===== config.mk =====
export PLATFORM = sky130hd
export DESIGN_NAME = cpu_sequencer
export DESIGN_NICKNAME = d
export VERILOG_FILES = /design/src/rtl/cpu_sequencer_pkg.sv /design/src/rtl/cpu_sequencer_int_arbiter.sv /design/src/rtl/cpu_sequencer.sv
export SDC_FILE = /design/constraint.sdc
export NUM_CORES = 1
export LEC_CHECK = 0
export ABC_AREA = 1
export CELL_PAD_IN_SITES_DETAIL_PLACEMENT = 0
export CELL_PAD_IN_SITES_GLOBAL_PLACEMENT = 1
export CORE_UTILIZATION = 32
export DETAILED_ROUTE_END_ITERATION = 12
export PLACE_DENSITY = 0.75
export SLEW_MARGIN = 25
export SYNTH_ARGS = -nofsm -noshare
export SYNTH_HDL_FRONTEND = slang
export SYNTH_SLANG_ARGS = --single-unit

===== constraint.sdc =====
create_clock -name clk -period 1.6 [get_ports clk]
set_clock_uncertainty 0.2 [all_clocks]
set_input_delay 0.32 -clock clk [delete_from_list [all_inputs] [get_ports clk]]
set_output_delay 0.32 -clock clk [all_outputs]
set_load 0.01 [all_outputs]

===== src/rtl/cpu_sequencer_pkg.sv =====
// Shared constants for the CPU sequencer: T-state encodings, forced opcodes,
// interrupt bit positions and the phase-generator state type.
package cpu_sequencer_pkg;

  localparam int T_W = 7;

  localparam logic [7:0] BRK_OP = 8'h00;
  localparam logic [7:0] NOP_OP = 8'hEA;

  localparam logic [T_W-1:0] T_ZERO  = 7'b000_0001;
  localparam logic [T_W-1:0] T_ONE   = 7'b000_0010;
  localparam logic [T_W-1:0] T_TWO   = 7'b000_0100;
  localparam logic [T_W-1:0] T_THREE = 7'b000_1000;
  localparam logic [T_W-1:0] T_FOUR  = 7'b001_0000;
  localparam logic [T_W-1:0] T_FIVE  = 7'b010_0000;
  localparam logic [T_W-1:0] T_SIX   = 7'b100_0000;

  localparam int INT_RES = 2;
  localparam int INT_NMI = 1;
  localparam int INT_IRQ = 0;

  typedef enum logic [1:0] {
    PH_IDLE,
    PH_ONE,
    PH_TWO
  } phase_e;

endpackage


===== src/rtl/cpu_sequencer_int_arbiter.sv =====
// RES/NMI/IRQ arbitration: NMI falling-edge latch, IRQ masking, priority
// encode at the opcode fetch and the activeInt register.
module cpu_sequencer_int_arbiter
  import cpu_sequencer_pkg::*;
(
  input  logic       clk,
  input  logic       rst,
  input  logic       sample,
  input  logic       advance,
  input  logic       fetch,
  input  logic       last_cycle,
  input  logic       nmi_n,
  input  logic       irq_n,
  input  logic       statusI,
  output logic [2:0] active_int,
  output logic       force_brk
);

  logic       nmi_prev;
  logic       nmi_pend;
  logic       nmi_edge;
  logic       irq_pend;
  logic       take_nmi;
  logic [2:0] grant;

  // NOTE: every signal gets a default at the top of always_comb so no path leaves it unassigned and infers a latch.
  always_comb begin
    nmi_edge       = sample && nmi_prev && !nmi_n;
    irq_pend       = !irq_n && !statusI;
    grant          = 3'b000;
    grant[INT_NMI] = nmi_pend;
    grant[INT_IRQ] = irq_pend && !nmi_pend;
    take_nmi       = advance && fetch && (active_int == 3'b000) && nmi_pend;
    // A sequence still marked active (the reset sequence) keeps forcing BRK.
    force_brk      = (active_int != 3'b000) || (grant != 3'b000);
  end

  // NOTE: non-blocking assignments so every register here samples the pre-edge values of the others.
  always_ff @(posedge clk) begin
    if (rst) begin
      active_int <= 3'b000;
      active_int[INT_RES] <= 1'b1;
      nmi_prev   <= 1'b1;
      nmi_pend   <= 1'b0;
    end else begin
      if (sample) begin
        nmi_prev <= nmi_n;
      end
      // A fresh edge landing on the edge that takes NMI must stay latched.
      nmi_pend <= (nmi_pend && !take_nmi) || nmi_edge;
      if (advance) begin
        if (fetch) begin
          if (active_int == 3'b000) begin
            active_int <= grant;
          end
        end else if (last_cycle) begin
          active_int <= 3'b000;
        end
      end
    end
  end

endmodule


===== src/rtl/cpu_sequencer.sv =====
// CPU timing sequencer: phi1/phi2 phase pair, one-hot T-state, opcode and
// previous-opcode registers, with interrupt arbitration in a sub-module.
module cpu_sequencer
  import cpu_sequencer_pkg::*;
(
  input  logic           clk,
  input  logic           rst,
  input  logic           rdy,
  input  logic [7:0]     db_in,
  input  logic           last_cycle,
  input  logic           skip_cycle,
  input  logic           nmi_n,
  input  logic           irq_n,
  input  logic           statusI,
  output logic           phi1,
  output logic           phi2,
  output logic [T_W-1:0] T,
  output logic [7:0]     OP,
  output logic [7:0]     prevOP,
  output logic [2:0]     activeInt,
  output logic           sync,
  output logic           t_overflow
);

  phase_e         phase;
  logic           advance;
  logic           fetch;
  logic           force_brk;
  logic [T_W+1:0] t_shift;
  logic [T_W-1:0] t_next;
  logic           t_wrap;

  assign advance = (phase == PH_TWO) && rdy;
  assign fetch   = (T == T_ONE);

  always_comb begin
    t_shift = {2'b00, T} << (skip_cycle ? 2'd2 : 2'd1);
    t_next  = t_shift[T_W-1:0];
    t_wrap  = 1'b0;
    if (last_cycle) begin
      t_next = T_ONE;
    end else if (fetch) begin
      t_next = T_TWO;
    end else if (t_shift[T_W+1:T_W] != 2'b00) begin
      t_next = T_ONE;
      t_wrap = 1'b1;
    end
  end

  always_ff @(posedge clk) begin
    if (rst) begin
      phase      <= PH_IDLE;
      phi1       <= 1'b0;
      phi2       <= 1'b0;
      T          <= T_ONE;
      OP         <= BRK_OP;
      prevOP     <= NOP_OP;
      sync       <= 1'b1;
      t_overflow <= 1'b0;
    end else begin
      case (phase)
        PH_ONE: begin
          phase <= PH_TWO;
          phi1  <= 1'b0;
          phi2  <= 1'b1;
        end
        default: begin
          phase <= PH_ONE;
          phi1  <= 1'b1;
          phi2  <= 1'b0;
        end
      endcase
      if (advance) begin
        T    <= t_next;
        sync <= (t_next == T_ONE);
        if (t_wrap) begin
          t_overflow <= 1'b1;
        end
        if (fetch) begin
          prevOP <= OP;
          OP     <= force_brk ? BRK_OP : db_in;
        end
      end
    end
  end

  cpu_sequencer_int_arbiter u_int_arbiter (
    .clk        (clk),
    .rst        (rst),
    .sample     (phase == PH_TWO),
    .advance    (advance),
    .fetch      (fetch),
    .last_cycle (last_cycle),
    .nmi_n      (nmi_n),
    .irq_n      (irq_n),
    .statusI    (statusI),
    .active_int (activeInt),
    .force_brk  (force_brk)
  );

endmodule


==> reports/qor.yml, run 1 <==
run_status:
  status: "completed"
logic_synthesis:
  synth_mux_area_share_pct: 0
  synth_xor_area_share_pct: 0
  netlist.top_cell.by_area: "dfxtp_1"
  synth-simple-area-share_pct: 34.6
  seq_area_frac_synth_pct: 44.4
  synth_enable_flop_cells: 0
  synthFlopType: "dfxtp_1"
  synth.avg_cell_area_um2: 7.25
  synthAdderAreaFrac_pct: 0
  synth_top_family_by_area: "simple AND/OR/NAND/NOR gates"
  synth_commonest_cells: "55 x nand2_1, 32 x dfxtp_1, 27 x nand3_1, 20 x a21oi_1, 19 x inv_1"
  syn-instance-count: 199
  synth_fp_nets: 215
  synth_most_common_cell: "nand2_1"
  synth_compound_area_share_pct: 12.1
  synth-async-reset-ratio_pct: 0
  synth_area_leaders: "dfxtp_1 44%, nand2_1 14%, nand3_1 9.4%"
  netlist_area_um2: 1440
  synth-seq-cells: 32
  synth_top_cell_area_share_pct: 44.4
  yosysWarningCount: 0
  synth_cell_type_count: 22
timing:
  hold_viol: 0
  drv_slew: 0
  rsz0062_at_grt: "no"
  fin_tns_setup_ns: 0
  slew_headroom_pct: 79.0
  fin_crit_sh_pct: 93.7
  final.min_clock_period_ns: 1.50
  fmax_mhz: 667
  tightest_slew_ns: 0.314
  setup_viol: 0
worst_setup_path:
  crit_required_ns: 1.08
  r2r-end: "prevOP[4]"
  start_kind: "register"
  slowest_stage: "dfxtp_1"
  crit_type: "register to primary output"
  endpoint_kind: "primary output"
  crit_chain: "dlygate4sd2_1"
  ff2ff_setup_slack_ns: 0.13
  crit_family: "flip-flops"
  critPathBufInv: 1
  worst_path_largest_cell_delay_ns: 0.41
  cp_data_arrival_time_ns: 0.98
  reg2reg_depth: 8
  critPathMaxFanout: 4
  reg2reg_from: "T[2]"
clock_tree:
  cts_tree: "done"
  clock_latency_ns: 0.28
  htreeDepth: 2
  cts-root-buf: "clkbuf_8"
  clk_pin_slew_ns: 0.06
  cts_buffer_depth: 2
  numCtsBuffers: 5
  cts_hold_buf: 0
  cts.sinks: 32
min_path:
  min_to: "prevOP[2]"
  min-delay-start: "prevOP[2]"
  hold_depth: 2
  hold_class: "register to register"
floorplan:
  fp.dieH_um: 69.1
  die_w_um: 69.1
  fp.dieArea_um2: 4780
  start_util_pct: 33.1
  fp.coreArea_um2: 4350
  num_io_pins: 46
  num_rows: 24
final_layout:
  stdcell_count: 314
  nets: 277
  nFillCells: 438
  syn_to_final_growth_pct: 48.0
  drive_gt1_share_pct: 15.6
  num_antenna_cells: 0
drt:
  drtIter0Drc: 52
  routed_via_density: 4.59
  vias: 1441
  routed_wl_um: 3660
  dr.pass1.iters: 7
  post_drt_wl_per_cell_um: 11.6
  ant_nets: 0
  drcViolationCount: 0
pwr:
  p_sw_share_pct: 24.7
  irDropWorstVdd_mv: 0.453
  p_switching_uw: 417
  p_int_uw: 1280
  p_per_area_nw_per_um2: 793
  power_frac_clock_pct: 36.9
  combPwrFrac_pct: 13.9
  p_leak_uw: 0.00103
  p_seq_share_pct: 49.3
place:
  dp_hpwl_um: 2630
  gp_congestion: 0.855
  io_buffers: 45
  dp.cells: 304
global_routing:
  antenna_found_initial: 0
  grt_overflow: 0
  grt_pass1_wl_um: 6230
  grt_usage_pct: 16.3
  grt_start_max_net_pins: 19
  grt_pass1_vias: 1326
job:
  maxCapViolations: 0
placed cells by master, fill, tap and decap left out, drive strengths merged:
master and instances:
o211ai 1, inv 21, a21oi 20, dlygate4sd2 30, o21ai 12, nor3 2
nand3 27, clkdlybuf4s50 14, nor2 18, clkbuf 8, buf 16, a31oi 1
dlymetal6s2s 1, nand2 59, dfxtp 32
power groups by stage:
stage	Clock [uW]	Sequential, uW	Combinational (uW)
after floorplan	0	855	119
after global placement	0	851	240
after detailed placement	0	851	237
after CTS	648	833	227
after global routing	684	837	262
final	624	834	235
registers in the layout, indices dropped and copies added (netlist names):
register / cells
t_overflow: 1
phase: 1
prevOP: 8
OP: 8
u_int_arbiter.nmi_pend: 1
phi2: 1
sync: 1
u_int_arbiter.active_int: 3
u_int_arbiter.nmi_prev: 1
T: 7
through the flow:
stage	worst slack (ns)	hold slack, ns	cell area [um2]	utilization [%]	total power [uW]
2_1_floorplan	0.0940	0.253	1440	-	973
3_3_place_gp	-0.159	0.254	2050	47.0	1090
3_5_place_dp	-0.185	0.256	2050	47.0	1090
4_1_cts	0.0764	0.262	2110	48.4	1710
5_1_grt	0.0108	0.299	2130	49.0	1780
6_report	0.101	0.256	2130	49.0	1690
worst max path at each step:
stage	endpoint	startpoint	cells after the start
2_1_floorplan	prevOP[1]	phi2	8
3_3_place_gp	sync	skip_cycle	7
3_5_place_dp	sync	skip_cycle	6
4_1_cts	prevOP[4]	T[3]	8
5_1_grt	prevOP[0]	T[2]	8
6_report	phi1	phase[0]	1
cells by family after synthesis:
group,count (synthesis)
AOI/OAI and AO/OA,34
buffers and inverters,28
DFF,32
and+or+nand+nor,105
layout make-up:
cell class / count / area, um2 / share of cell area, %
multi-input combinational: 140 / 689 / 32.3
clock buffer: 8 / 90.1 / 4.22
sequential: 32 / 648 / 30.4
inverter: 21 / 81.3 / 3.81
tap: 52 / 65.1 / 3.05
timing repair buffer: 61 / 561 / 26.3
timing repair:
action,CTS,global route
pin swaps,0,3
endpoints found under the setup margin,30,16
resized for setup,36,3
gates cloned,0,1
setup buffers,0,1
per-layer routing:
layer / track usage, % / up-vias / share of wire [%]
met4: 7.03 / 0 / 1.6
met1: 23.1 / 638 / 50
met3: 4.24 / 9 / 4.3
li1: - / 762 / -
met2: 23.1 / 32 / 44
met5: 0 / - / 0
worst reg2reg max path, stage by stage (launching register included):
cell     delay [ns]
dfxtp_2        0.35
inv_1          0.11
nand2_2        0.07
nor2_4         0.12
nand2_4        0.12
nor2_8         0.18
inv_1          0.09
nand2_1        0.06
a21oi_1        0.05
(Power assumes the default switching activity.)
==> run 2, diff against run 1 <==
- PLACE_DENSITY: 0.75 -> unset
- PLACE_DENSITY_LB_ADDON: unset -> 0.1
==> reports/qor.yml, run 2 (synthesis gave the netlist of run 1 again) <==
run_status:
  status: "completed"
timing:
  whs_ns: 0.263
  tightest_slew_ns: 0.315
  fin_crit_sh_pct: 93.3
  drv_slew: 0
  setup_ws_ns: 0.107
  final.min_clock_period_ns: 1.49
  hold_viol: 0
  setup_viol: 0
  rsz0062_at_grt: "yes"
  slew_headroom_pct: 78.9
  fmax_mhz: 670
clock_tree:
  cts_buffer_depth: 2
  postCtsSetupRepairBufs: 0
  clock_latency_ns: 0.28
  cts.sinks: 32
  cts_hold_buf: 0
  htreeDepth: 2
  cts_tree: "done"
  cts-root-buf: "clkbuf_8"
  numCtsBuffers: 5
  clk_pin_slew_ns: 0.07
drt:
  vias: 1426
  dr.pass1.iters: 4
  drcViolationCount: 0
  routed_via_density: 4.53
  ant_nets: 0
  post_drt_wl_per_cell_um: 11.5
  routed_wl_um: 3620
  drtIter0Drc: 63
global_routing:
  grt_pass1_wl_um: 6010
  grt_pass1_vias: 1315
  grt_usage_pct: 15.6
  antenna_found_initial: 0
  grt_overflow: 0
  grt_start_max_net_pins: 15
final_layout:
  fin_area_um2: 2180
  seqCellArea_um2: 648
  reg.largest.list: "OP x8, prevOP x8, T x7"
  num_antenna_cells: 0
  nFillCells: 439
  fin_util_pct: 50.0
  nets: 278
  syn_to_final_growth_pct: 50.8
  final_cell_mix: "55 x nand2_1, 30 x dlygate4sd2_1, 27 x nand3_1, 26 x dfxtp_1, 20 x a21oi_1"
  mostFrequentLayoutCell: "nand2_1"
  drive_gt1_share_pct: 16.7
  multi_input_area_um2: 689
place:
  place_area_um2: 2080
  io_buffers: 45
  gp_congestion: 0.786
  pre_cts_slack_ns: -0.300
  dp_hpwl_um: 2630
worst_setup_path:
  worst_path_largest_cell_delay_ns: 0.40
  critPathBufInv: 1
  crit_chain: "dlygate4sd2_1"
  start_kind: "register"
  cp_data_arrival_time_ns: 0.97
  crit_family: "flip-flops"
  crit_type: "register to primary output"
  slowest_stage: "dfxtp_1"
  crit_required_ns: 1.08
  endpoint_kind: "primary output"
  ff2ff_setup_slack_ns: 0.11
  critPathMaxFanout: 4
  cp.depth: 1
  reg2reg_depth: 8
min_path:
  hold_class: "register to register"
  hold_depth: 2
floorplan:
  start_util_pct: 33.1
  fp.dieH_um: 69.1
  fp.dieArea_um2: 4780
  num_io_pins: 46
  fp.coreArea_um2: 4350
  num_rows: 24
  die_w_um: 69.1
pwr:
  p_leak_uw: 0.00105
  irDropWorstVdd_mv: 0.549
  p_per_area_nw_per_um2: 852
job:
  maxCapViolations: 0
run 2: cell count changes in the layout (fill, tap and decap cells not counted):
cell,before,now
buf_12,2,3
bufinv_16,0,1
clkbuf_1,2,0
clkbuf_8,6,5
clkinv_2,0,1
clkinvlp_4,0,1
run 2: path summary, 6_finish.rpt:
kind	startpoint	endpoint
worst max-delay path	phase[0]	phi1
worst min-delay path	u_int_arbiter.active_int[2]	u_int_arbiter.active_int[2]
worst max register to register	T[3]	prevOP[0]
worst min register to register	u_int_arbiter.active_int[2]	u_int_arbiter.active_int[2]
run 2: power by group:
part | total [uW] | internal, uW | switching (uW)
logic | 244 | 114 | 130
clock network | 778 | 461 | 318
registers | 832 | 815 | 16.6
total | 1850 | 1390 | 465
run 2: timing repair:
action                                  4_1_cts  5_1_grt
endpoints found under the setup margin       30       20
pin swaps                                     0        1
hold endpoints to repair                      0        0
resized for setup                            36        3
cloned                                        0        1
run 2: layout make-up:
type,count,share of cell area (%)
repair buffers,62,26.7
clock buffers,5,3.16
clock inverters,3,1.96
flip-flops and latches,32,29.8
multi-input cells,140,31.7
inverters,21,3.74
well taps,52,2.99
run 2: per-layer routing:
layer	part of all wire, %	GRT usage, %	up-vias
li1	-	-	769
met1	50	21.3	619
met2	44	23.2	33
met3	4.6	4.97	5
met4	1.4	5.44	0
met5	0	0	-
run 2: stage by stage:
stage / power [uW] / instances / TNS [ns]
CTS: 1880 / 314 / 0
detailed placement: 1100 / 306 / -3.89
floorplan: 973 / 199 / 0
global route: 1950 / 315 / -0.0109
global placement: 1100 / 306 / -3.73
finish: 1850 / 315 / 0
==> run 3, diff against run 2 <==
- CORE_MARGIN: unset -> 2
==> reports/qor.yml, run 3 (synthesis gave the netlist of run 1 again) <==
global_routing:
  grt_start_max_net_pins: 15
  grt_usage_pct: 15.7
  grt_pass1_vias: 1321
  grt_overflow: 0
  antenna_found_initial: 0
  use_met2_pct: 22.4
  grt_pass1_wl_um: 6210
  met3_usage_pct: 3.70
  use_met1_pct: 22.4
  grt_busiest_layer: "met1"
worst_setup_path:
  crit_chain: "dlygate4sd2_1"
  slowest_stage: "dfxtp_1"
  crit_family: "flip-flops"
  crit_type: "register to primary output"
  critPathMaxFanout: 4
  worst_path_largest_cell_delay_ns: 0.40
  cp_data_arrival_time_ns: 0.98
  endpoint_kind: "primary output"
  crit_required_ns: 1.08
  start_kind: "register"
  critPathBufInv: 1
clock_tree:
  cts_buffer_depth: 2
  cts.sinks: 32
  numCtsBuffers: 5
  clock_latency_ns: 0.28
  postCtsSetupRepairBufs: 0
  htreeDepth: 2
  cts_tree: "done"
  cts_hold_buf: 0
  clk_pin_slew_ns: 0.06
  cts-root-buf: "clkbuf_8"
drt:
  routed_via_density: 4.56
  routed_wl_um: 3690
  dr.pass1.iters: 4
  vias: 1447
  post_drt_wl_per_cell_um: 11.6
  drcViolationCount: 0
  drtIter0Drc: 96
  ant_nets: 0
floorplan:
  fp.dieArea_um2: 5060
  fp.dieH_um: 71.1
  num_rows: 24
  die_w_um: 71.1
  start_util_pct: 33.1
  num_io_pins: 46
  fp.coreArea_um2: 4350
timing:
  setup_viol: 0
  fmax_mhz: 667
  rsz0062_at_grt: "no"
  tightest_slew_ns: 0.279
  fin_crit_sh_pct: 93.7
  whs_ns: 0.263
  slew_headroom_pct: 81.4
  final.min_clock_period_ns: 1.50
  drv_slew: 0
  hold_viol: 0
place:
  io_buffers: 45
  dp_hpwl_um: 2720
  gp_congestion: 0.795
pwr:
  finalPower_uw: 1720
  irDropWorstVdd_mv: 0.610
  p_per_area_nw_per_um2: 799
  p_leak_uw: 0.00105
final_layout:
  final_cell_mix: "55 x nand2_1, 31 x dlygate4sd2_1, 27 x nand3_1, 26 x dfxtp_1, 20 x a21oi_1"
  syn_to_final_growth_pct: 49.4
  num_antenna_cells: 0
  drive_gt1_share_pct: 17.4
  mostFrequentLayoutCell: "nand2_1"
  reg.largest.list: "OP x8, prevOP x8, T x7"
  nets: 280
job:
  maxCapViolations: 0
run_status:
  status: "completed"
min_path:
  hold_class: "register to register"
-- run 3: changes by cell type in the layout (fill, tap and decap cells not counted), sizes merged --
cell          delta
buf              +2
bufinv           -1
clkbuf           +1
clkinv           +1
clkinvlp         -1
dlygate4sd2      +1
dlymetal6s2s     -1
-- run 3: area by class of cell --
cell class | instances | area (um2)
clock buffer | 6 | 82.6
fill | 453 | 2200
inverter | 21 | 81.3
clock inverter | 2 | 10.0
tap | 52 | 65.1
timing repair buffer | 64 | 579
sequential | 32 | 648
multi-input combinational | 140 | 689
-- run 3: metrics by stage --
step / setup slack (ns) / instances / TNS [ns] / instance area, um2 / util (%)
after global placement: -0.295 / 308 / -3.53 / 2080 / 47.7
after detailed placement: -0.312 / 308 / -3.52 / 2080 / 47.7
final: 0.101 / 317 / 0 / 2160 / 49.5
after CTS: 0.0714 / 316 / 0 / 2140 / 49.1
after global routing: 0.0118 / 317 / 0 / 2160 / 49.5
after floorplan: 0.0940 / 199 / 0 / 1440 / -
-- run 3: report_power, final --
| part | internal, uW | total [uW] | leakage [uW] | switching, uW |
|---|---|---|---|---|
| combinational | 114 | 245 | 0.000733 | 130 |
| sequential | 815 | 833 | 0.000261 | 17.2 |
| clock | 343 | 644 | 0.0000510 | 301 |
-- run 3: what timing repair did --
item,CTS,global route
endpoints found under the setup margin,31,6
gates resized for setup,36,3
pin swaps,0,3
gates cloned,0,1
-- run 3: metal layers --
layer	wire [um]	up-vias
met5	0	-
met4	48	0
met3	200	5
met2	1600	35
met1	1850	632
li1	-	775
-- run 3: final timing paths --
| check | start | endpoint | slack [ns] | cells past startpoint |
|---|---|---|---|---|
| hold / removal | u_int_arbiter.active_int[2] | u_int_arbiter.active_int[2] | 0.26 | 2 |
| setup reg to reg | T[3] | prevOP[2] | 0.14 | 8 |
| hold reg to reg | u_int_arbiter.active_int[2] | u_int_arbiter.active_int[2] | 0.26 | 2 |
| setup / recovery | T[3] | T[3] | 0.10 | 1 |
